==> src/rtl/nf10_decap.sv <==
// Receive-side tunnel decapsulation on a 256-bit AXI-Stream path: strips the
// 34-byte outer Ethernet/IPv4 header, realigns the payload and fixes the length.
module nf10_decap #(
    parameter int          C_M_AXIS_DATA_WIDTH  = 256,
    parameter int          C_S_AXIS_DATA_WIDTH  = 256,
    parameter int          C_M_AXIS_TUSER_WIDTH = 128,
    parameter int          C_S_AXIS_TUSER_WIDTH = 128,
    parameter int          SRC_PORT_POS         = 16,
    parameter logic [7:0]  DECAP_IP_PROTO       = 8'hFD,
    parameter logic [7:0]  DECAP_SRC_MASK       = 8'h55
) (
    input  logic                                axi_aclk,
    input  logic                                axi_resetn,
    input  logic [C_S_AXIS_DATA_WIDTH-1:0]      s_axis_tdata,
    input  logic [C_S_AXIS_DATA_WIDTH/8-1:0]    s_axis_tstrb,
    input  logic [C_S_AXIS_TUSER_WIDTH-1:0]     s_axis_tuser,
    input  logic                                s_axis_tvalid,
    output logic                                s_axis_tready,
    input  logic                                s_axis_tlast,
    output logic [C_M_AXIS_DATA_WIDTH-1:0]      m_axis_tdata,
    output logic [C_M_AXIS_DATA_WIDTH/8-1:0]    m_axis_tstrb,
    output logic [C_M_AXIS_TUSER_WIDTH-1:0]     m_axis_tuser,
    output logic                                m_axis_tvalid,
    input  logic                                m_axis_tready,
    output logic                                m_axis_tlast,
    output logic [31:0]                         decap_pkt_count,
    output logic [31:0]                         pass_pkt_count
);

    localparam int DW = C_S_AXIS_DATA_WIDTH;
    localparam int SW = C_S_AXIS_DATA_WIDTH / 8;
    localparam int UW = C_S_AXIS_TUSER_WIDTH;
    localparam int FW = 1 + UW + SW + DW;

    typedef enum logic [2:0] {
        IDLE,
        SKIP,
        ALIGN,
        FLUSH,
        NORMAL
    } state_t;

    // Four-entry fallthrough input FIFO holding {tlast, tuser, tstrb, tdata}.
    logic [FW-1:0] fifo_mem_q [4];
    logic [FW-1:0] fifo_mem_d [4];
    logic [1:0]    wr_ptr_q, wr_ptr_d;
    logic [1:0]    rd_ptr_q, rd_ptr_d;
    logic [2:0]    fifo_count_q, fifo_count_d;
    logic          fifo_empty;
    logic          fifo_nearly_full;
    logic          fifo_wr;
    logic          fifo_rd;
    logic [FW-1:0] fifo_dout;

    logic [DW-1:0] head_data;
    logic [SW-1:0] head_strb;
    logic [UW-1:0] head_user;
    logic          head_last;
    logic          decap_match;

    state_t        state_q, state_d;
    logic [239:0]  hold_q, hold_d;
    logic [29:0]   hold_strb_q, hold_strb_d;
    logic [UW-1:0] saved_tuser_q, saved_tuser_d;
    logic          first_q, first_d;
    logic [31:0]   decap_pkt_count_q, decap_pkt_count_d;
    logic [31:0]   pass_pkt_count_q, pass_pkt_count_d;
    logic [UW-1:0] adj_tuser;

    assign fifo_empty       = (fifo_count_q == 3'd0);
    assign fifo_nearly_full = (fifo_count_q >= 3'd3);
    assign fifo_wr          = s_axis_tvalid && !fifo_nearly_full;
    assign fifo_dout        = fifo_mem_q[rd_ptr_q];
    assign s_axis_tready    = !fifo_nearly_full;

    assign head_data = fifo_dout[DW-1:0];
    assign head_strb = fifo_dout[DW +: SW];
    assign head_user = fifo_dout[DW+SW +: UW];
    assign head_last = fifo_dout[FW-1];

    assign decap_match = (head_data[103:96] == 8'h08) &&
                         (head_data[111:104] == 8'h00) &&
                         (head_data[191:184] == DECAP_IP_PROTO) &&
                         ((head_user[SRC_PORT_POS +: 8] & DECAP_SRC_MASK) != 8'h00) &&
                         (head_user[15:0] > 16'd34);

    assign adj_tuser = {saved_tuser_q[UW-1:16], saved_tuser_q[15:0] - 16'd34};

    assign decap_pkt_count = decap_pkt_count_q;
    assign pass_pkt_count  = pass_pkt_count_q;

    always_comb begin
        fifo_mem_d   = fifo_mem_q;
        wr_ptr_d     = wr_ptr_q;
        rd_ptr_d     = rd_ptr_q;
        fifo_count_d = fifo_count_q;
        if (fifo_wr) begin
            fifo_mem_d[wr_ptr_q] = {s_axis_tlast, s_axis_tuser, s_axis_tstrb, s_axis_tdata};
            wr_ptr_d             = wr_ptr_q + 2'd1;
        end
        if (fifo_rd) begin
            rd_ptr_d = rd_ptr_q + 2'd1;
        end
        case ({fifo_wr, fifo_rd})
            2'b10:   fifo_count_d = fifo_count_q + 3'd1;
            2'b01:   fifo_count_d = fifo_count_q - 3'd1;
            default: fifo_count_d = fifo_count_q;
        endcase
    end

    always_comb begin
        state_d           = state_q;
        hold_d            = hold_q;
        hold_strb_d       = hold_strb_q;
        saved_tuser_d     = saved_tuser_q;
        first_d           = first_q;
        decap_pkt_count_d = decap_pkt_count_q;
        pass_pkt_count_d  = pass_pkt_count_q;
        fifo_rd           = 1'b0;
        m_axis_tvalid     = 1'b0;
        m_axis_tdata      = '0;
        m_axis_tstrb      = '0;
        m_axis_tuser      = '0;
        m_axis_tlast      = 1'b0;

        // Outputs stay quiet while reset is held, even before the first edge.
        if (axi_resetn) begin
            case (state_q)
                IDLE: begin
                    if (!fifo_empty) begin
                        if (decap_match) begin
                            fifo_rd       = 1'b1;
                            saved_tuser_d = head_user;
                            state_d       = SKIP;
                        end else begin
                            state_d = NORMAL;
                        end
                    end
                end
                SKIP: begin
                    if (!fifo_empty) begin
                        fifo_rd     = 1'b1;
                        hold_d      = head_data[255:16];
                        hold_strb_d = head_strb[31:2];
                        first_d     = 1'b1;
                        state_d     = head_last ? FLUSH : ALIGN;
                    end
                end
                ALIGN: begin
                    if (!fifo_empty) begin
                        m_axis_tvalid = 1'b1;
                        m_axis_tdata  = {head_data[15:0], hold_q};
                        m_axis_tstrb  = {head_strb[1:0], hold_strb_q};
                        m_axis_tuser  = first_q ? adj_tuser : '0;
                        m_axis_tlast  = head_last && !head_strb[2];
                        if (m_axis_tready) begin
                            fifo_rd     = 1'b1;
                            hold_d      = head_data[255:16];
                            hold_strb_d = head_strb[31:2];
                            first_d     = 1'b0;
                            if (head_last) begin
                                if (head_strb[2]) begin
                                    state_d = FLUSH;
                                end else begin
                                    decap_pkt_count_d = decap_pkt_count_q + 32'd1;
                                    state_d           = IDLE;
                                end
                            end
                        end
                    end
                end
                FLUSH: begin
                    m_axis_tvalid = 1'b1;
                    m_axis_tdata  = {16'b0, hold_q};
                    m_axis_tstrb  = {2'b0, hold_strb_q};
                    m_axis_tuser  = first_q ? adj_tuser : '0;
                    m_axis_tlast  = 1'b1;
                    if (m_axis_tready) begin
                        first_d           = 1'b0;
                        decap_pkt_count_d = decap_pkt_count_q + 32'd1;
                        state_d           = IDLE;
                    end
                end
                NORMAL: begin
                    if (!fifo_empty) begin
                        m_axis_tvalid = 1'b1;
                        m_axis_tdata  = head_data;
                        m_axis_tstrb  = head_strb;
                        m_axis_tuser  = head_user;
                        m_axis_tlast  = head_last;
                        if (m_axis_tready) begin
                            fifo_rd = 1'b1;
                            if (head_last) begin
                                pass_pkt_count_d = pass_pkt_count_q + 32'd1;
                                state_d          = IDLE;
                            end
                        end
                    end
                end
                default: state_d = IDLE;
            endcase
        end
    end

    always_ff @(posedge axi_aclk) begin
        fifo_mem_q <= fifo_mem_d;
    end

    always_ff @(posedge axi_aclk) begin
        if (!axi_resetn) begin
            wr_ptr_q          <= '0;
            rd_ptr_q          <= '0;
            fifo_count_q      <= '0;
            state_q           <= IDLE;
            hold_q            <= '0;
            hold_strb_q       <= '0;
            saved_tuser_q     <= '0;
            first_q           <= 1'b0;
            decap_pkt_count_q <= '0;
            pass_pkt_count_q  <= '0;
        end else begin
            wr_ptr_q          <= wr_ptr_d;
            rd_ptr_q          <= rd_ptr_d;
            fifo_count_q      <= fifo_count_d;
            state_q           <= state_d;
            hold_q            <= hold_d;
            hold_strb_q       <= hold_strb_d;
            saved_tuser_q     <= saved_tuser_d;
            first_q           <= first_d;
            decap_pkt_count_q <= decap_pkt_count_d;
            pass_pkt_count_q  <= pass_pkt_count_d;
        end
    end

endmodule

==> config.mk <==
export PLATFORM = sky130hd
export DESIGN_NAME = nf10_decap
export DESIGN_NICKNAME = d
export VERILOG_FILES = /design/src/rtl/nf10_decap.sv
export SDC_FILE = /design/constraint.sdc
export NUM_CORES = 2
export LEC_CHECK = 0
export CORE_UTILIZATION = 51
export DETAILED_ROUTE_END_ITERATION = 10
export HOLD_SLACK_MARGIN = 0.06
export PLACE_DENSITY = 0.73
export SYNTH_ARGS = -nofsm -noshare
export SYNTH_HDL_FRONTEND = slang
export SYNTH_SLANG_ARGS = --single-unit
export TNS_END_PERCENT = 30
==> constraint.sdc <==
create_clock -name axi_aclk -period 13.4 [get_ports axi_aclk]
set_clock_uncertainty 0.15 [all_clocks]
set_input_delay 2.68 -clock axi_aclk [delete_from_list [all_inputs] [get_ports axi_aclk]]
set_output_delay 2.68 -clock axi_aclk [all_outputs]
set_load 0.05 [all_outputs]
# [Word level (Yosys, flattened, before mapping)]
# Index checks and enable logic that the tools add are counted.
[op_classes] n_lt_le_gt_ge=5 n_mux=64 add_sub_neg=7 eq_ne=18 bitwise_logic=3 n_reduce_logical=24
[ops] op="1668-bit bitwise mux" n=1
[ops] op="417-bit 2-to-1 mux" n=3
[ops] op="417-bit binary-select mux with 2-bit select" n=1
[ops] op="417-bit demux with 2-bit select" n=1
[ops] op="256-bit 2-to-1 mux" n=3
[ops] op="256-bit case mux with 3 select lines" n=1
[ops] op="240-bit 2-to-1 mux" n=3
[ops] op="128-bit 2-to-1 mux" n=4
[ops] op="240-bit case mux with 2 select lines" n=1
[ops] op="128-bit case mux with 3 select lines" n=1
[ops] op="32-bit 2-to-1 mux" n=8
[ops] op="32-bit case mux with 3 select lines" n=1
[ops] op="30-bit 2-to-1 mux" n=3
[ops] op="32-bit by 1-bit adder with 32-bit output, second input constant" n=2
[ops] op="32-bit case mux with 2 select lines" n=1
[ops] op="30-bit case mux with 2 select lines" n=1
[ops] op="3-bit 2-to-1 mux" n=10
[ops] op="2-bit inequality test, second input constant" n=10
[ops] op="16-bit by 6-bit > comparator with 1-bit output, second input constant" n=1
[ops] op="16-bit by 6-bit subtractor with 16-bit output, second input constant" n=1
[ops] op="3-bit case mux with 5 select lines" n=1
[ops] op="1-bit 2-to-1 mux" n=14
[ops] op="1-bit case mux with 3 select lines" n=3
[ops] op="9-bit AND reduction" n=1
[ops] op="other kinds (29)" n=45
[word_totals] word_cells=135 output_inout_bits=483 reg_bits=2141 inputBits=421

# [Depth between registers and ports, before layout]
[logic_depth] word_depth=15 mapped_depth=17 mapped_depth_nobuf=11

# [Worst setup path before layout]
# No wires, ideal clock.
[synth_path] kind="input to register" from="in s_axis_tvalid" to="reg fifo_mem_q[0] (netlist bit) (enable)" setup_ps=839 n_path_buf=0 cell_stages=1 setup_slack_ps=262 t_arrival_ps=12149 t_required_ps=12411 path_cell_list="and3_1"
[synth_between] elab_chain_cells=1
[synth_lines] item="start, declared" line="17" text="input logic s_axis_tvalid,"
[synth_lines] item="1-bit logical AND" line="72" text="assign fifo_wr = s_axis_tvalid && !fifo_nearly_full;"
[synth_lines] item="end signal, assigned" line="206" text="fifo_mem_q <= fifo_mem_d;"
[synth_lines] item="end, declared" line="44" text="logic [FW-1:0] fifo_mem_q [4];"
# Every way passes these cells.
# A chain may end at the register's enable or synchronous reset.

# [Worst setup path in the final report]
[layout_path] from="reg fifo_count_q[0]" to="out m_axis_tdata[103]"
[layout_between] elab_chain_cells=4 word_cells_on_any_way=5 cone_classes="4 x mux; 1 x reduce/logical"
[layout_lines] item="start, declared" line="48" text="logic [2:0] fifo_count_q, fifo_count_d;"
[layout_lines] item="start signal, assigned" line="224" text="fifo_count_q <= fifo_count_d;"
[layout_lines] item="3-bit logical NOT (*)" line="70" text="assign fifo_empty = (fifo_count_q == 3'd0);"
[layout_lines] item="256-bit 2-to-1 mux, on equally long branches" line="185, 150"
[layout_lines] item="256-bit case mux with 3 select lines (*)" line="128" text="case (state_q)"
[layout_lines] item="256-bit 2-to-1 mux (*)" line="127" text="if (axi_resetn) begin"
[layout_lines] item="end, declared" line="20" text="output logic [C_M_AXIS_DATA_WIDTH-1:0] m_axis_tdata,"
# Mark *: on every way between the ends. The rest lies on a longest branch, timed or not.

==> qor_table.md <==
| Metric | This run | Unit |
|:---|:---|:---|
| Final hold violation count | 0 | - |
| Later-pin clock latency in the skew report | 840 | ps |
| TritonCTS clock tree | built | - |
| Min cycle time layout | 8550 | ps |
| Crit path max fanout | 80 | - |
| Flip-flop and latch count after synthesis | 2,141 | - |
| Setup TNS | 0 | ps |
| Count of routing violations after the opening detailed-route iteration | 5,594 | - |
| Count of different cell masters after synthesis | 51 | - |
| Global-route total usage across every layer | 27.7 | % |
| Most frequent cells after synthesis | sky130_fd_sc_hd__edfxtp_1, sky130_fd_sc_hd__nand2_1, sky130_fd_sc_hd__dfxtp_1 | - |
| Placed cell areas | 94,900 | um2 |
| Number of global-route vias before repair | 50,100 | - |
| Worst-case headroom to the max-slew limit | 9.83 | % |
| Synth top area cells | sky130_fd_sc_hd__edfxtp_1, sky130_fd_sc_hd__dfxtp_1, sky130_fd_sc_hd__mux4_2, sky130_fd_sc_hd__a22oi_1, sky130_fd_sc_hd__nand2_1 | - |
| Vias per cell | 5.93 | - |
| CP Data Required Time | 10,570 | ps |
| Cell count after placement | 8,154 | - |
| Setup Buffers After CTS | 0 | - |
| Area enclosed by the die boundary | 166,000 | um2 |
| Kind of path behind the tightest hold check | reg -> reg | - |
| Top Ports | 904 | - |
| Number of detailed-routing iterations run before antenna repair | 6 | - |
| Routed vias | 51,000 | - |
| Starting utilization of the core area | 51.4 | % |
| Global route overflow | 0 | - |
| Clock input transition at the sequential cells of the worst setup and hold paths | 60 | ps |
| Mean instance size in the synthesized netlist | 15.5 | um2 |
| Period utilisation layout | 63.8 | % |
| Total standard cell area after synthesis | 83,900 | um2 |
| Summed area of non-filler cells in the final layout | 102,000 | um2 |
| Startpoint types | flop | - |
| Maximum vdd drop | 127 | uV |
| Floorplan Core Area | 163,000 | um2 |
| Post-synthesis sequential area ratio | 71.0 | % |
| Buffers added on ports | 903 | - |
| Layout net count | 6,619 | - |
| DP Worst Slack | 5570 | ps |
| Resize count post-CTS | 0 | - |
| Net count after synthesis | 5,829 | - |
| Gp weighted congestion | 0.861 | - |
| Total number of H-tree levels | 4 | - |
| Area Overhead vs Synth | 21.7 | % |
| Result of the run | finished, final reports clean | - |
| Total of hold buffers inserted after clock tree synthesis | 0 | - |
| Top-count cell post-synth | sky130_fd_sc_hd__edfxtp_1 | - |
| Worst Path Class, Setup | reg -> out | - |
| Post-route worst setup slack | 4850 | ps |
| Number of sinks driven by the clock tree | 2,141 | - |
| Power density over the cells | 148 | nW/um2 |
| Global-route wire length before repair | 338 | mm |
| Most used DFF post-synth | sky130_fd_sc_hd__edfxtp_1 | - |
| Buffer levels on the longest clock path | 3 | - |
| CP Data Arrival Time | 5720 | ps |
| Overall die height | 408 | um |
| Share of synthesized registers carrying an async set or reset | 0 | % |
| Final Slew Violations | 0 | - |
| Static power due to leakage | 31.0 | nW |
| Post-synthesis instance total | 5,399 | - |
| Yosys warning count | 0 | - |
| Final Routed Wirelength | 234 | mm |
| Filler cell count | 11,700 | - |
| Std-Cell Rows | 148 | - |
| Cell Count, Final, Fillers Out | 8,606 | - |
| Largest area contributor in the netlist | sky130_fd_sc_hd__edfxtp_1 | - |
| Clock tree root driver cell | sky130_fd_sc_hd__clkbuf_16 | - |
| Fraction of final layout cells sized beyond drive strength 1 | 12.8 | % |
| Worst-margin pin slew | 1350 | ps |
| Top-area cell type share of the netlist area | 59.7 | % |
| Routed wire length per instance | 27.2 | um |
| Number of enable flip-flop cells after synthesis | 1,668 | - |
| Horizontal die dimension | 408 | um |
| Count of final setup violators | 0 | - |
| Number of maximum-capacitance violations | 0 | - |
| Antenna violation net count after detailed routing | 0 | - |
| Highest clock rate | 117 | MHz |
| Initial antenna violation count | 105 | - |
| Detailed Place HPWL | 149 | mm |
| Number of design rule violations left after detail routing | 0 | - |
| RSZ-0062 raised after global routing | false | - |
| Total CTS buffers | 208 | - |
| Largest net degree at the start of global routing | 218 | - |
| Critical Path End Type | output pin | - |
where the power goes:
group	switching [mW]	total [mW]	internal, mW
registers	0.0769	7.59	7.51
clock network	2.52	5.93	3.41
logic	0.984	1.56	0.571
total	3.59	15.1	11.5
path summary, 6_finish.rpt:
check	startpoint	end	slack, ps	cells after the start
setup / recovery	fifo_count_q[0]	m_axis_tdata[103]	4850	10
hold / removal	saved_tuser_q[37]	saved_tuser_q[37]	300	2
setup reg to reg	rd_ptr_q[0]	fifo_count_q[2]	6350	13
hold reg to reg	saved_tuser_q[37]	saved_tuser_q[37]	300	2
cell usage in the layout (no fill, tap or decap), drive strengths merged, types with 2 or more instances in the layout:
| master | count |
|---|---|
| edfxtp | 1668 |
| clkdlybuf4s50 | 902 |
| nand2 | 829 |
| dfxtp | 473 |
| nor2 | 428 |
| mux4 | 417 |
| a22oi | 416 |
| a21boi | 414 |
| clkbuf | 303 |
| and2 | 71 |
| clkinv | 68 |
| buf | 65 |
| diode | 56 |
| xor2 | 36 |
| xnor2 | 27 |
| nor3 | 25 |
| inv | 24 |
| nand3 | 23 |
| o21ai | 18 |
| and3 | 17 |
| bufinv | 15 |
| or3 | 14 |
| nand4 | 14 |
| nor4 | 14 |
| nand2b | 10 |
| nor2b | 9 |
| and4 | 8 |
| ha | 8 |
| clkinvlp | 8 |
| a21oi | 7 |
| mux2i | 5 |
| nor4b | 5 |
| nor4bb | 4 |
| nand3b | 4 |
| nor3b | 4 |
| o21a | 3 |
| or4 | 3 |
| o211ai | 2 |
| o2111ai | 2 |
state kept, by name, indices dropped and copies added, names as in the netlist:
name and count:
decap_pkt_count 32, fifo_count_q 3, fifo_mem_q 1668, first_q 1
hold_q 240, hold_strb_q 30, pass_pkt_count 32, rd_ptr_q 2
saved_tuser_q 128, state_q 3, wr_ptr_q 2
layer usage:
metal	track usage, %	vias to the layer above	wire (um)
met3	7.47	459	22800
met2	43.5	2379	111000
li1	-	22200	-
met5	0	-	672
met1	37.0	25900	90900
met4	10.5	100	8540
cell type report:
type	instances	area, um2	share of cell area (%)
sequential	2141	59600	58.3
tap	2175	2720	2.67
multi-input combinational	2849	22800	22.4
timing repair buffer	967	9650	9.45
clock buffer	303	5980	5.85
inverter	22	82.6	0.0809
clock inverter	93	1140	1.11
antenna	56	140	0.137
critical path, cell delays in order (launching register included):
cell                              delay (ps)
sky130_fd_sc_hd__dfxtp_1                 410
sky130_fd_sc_hd__or3_1                   130
sky130_fd_sc_hd__buf_4                   340
sky130_fd_sc_hd__nor2_1                  140
sky130_fd_sc_hd__nor2_4                  120
sky130_fd_sc_hd__buf_4                   570
sky130_fd_sc_hd__buf_4                   910
sky130_fd_sc_hd__buf_4                   750
sky130_fd_sc_hd__a22oi_1                 400
sky130_fd_sc_hd__nor2_1                  210
sky130_fd_sc_hd__clkdlybuf4s50_1         820
metrics by stage:
step / utilization (%) / hold slack, ps / power (mW)
6_report: 62.6 / 298 / 15.1
5_1_grt: 62.6 / 316 / 15.5
4_1_cts: 62.5 / 300 / 15.2
3_5_place_dp: 58.1 / 292 / 9.30
3_3_place_gp: 58.1 / 286 / 9.26
2_1_floorplan: - / 280 / 8.77
logic make-up after synthesis:
logic type                 share of synthesized area (%)
xor gates and xnor gates                           0.657
buffers and inverters                               1.93
muxes                                               11.2
and+or+nand+nor                                     7.34
AOI/OAI and AO/OA                                   7.72
DFF                                                 71.0
adders and majority gates                          0.143
Power figures use the tool's default switching activity.
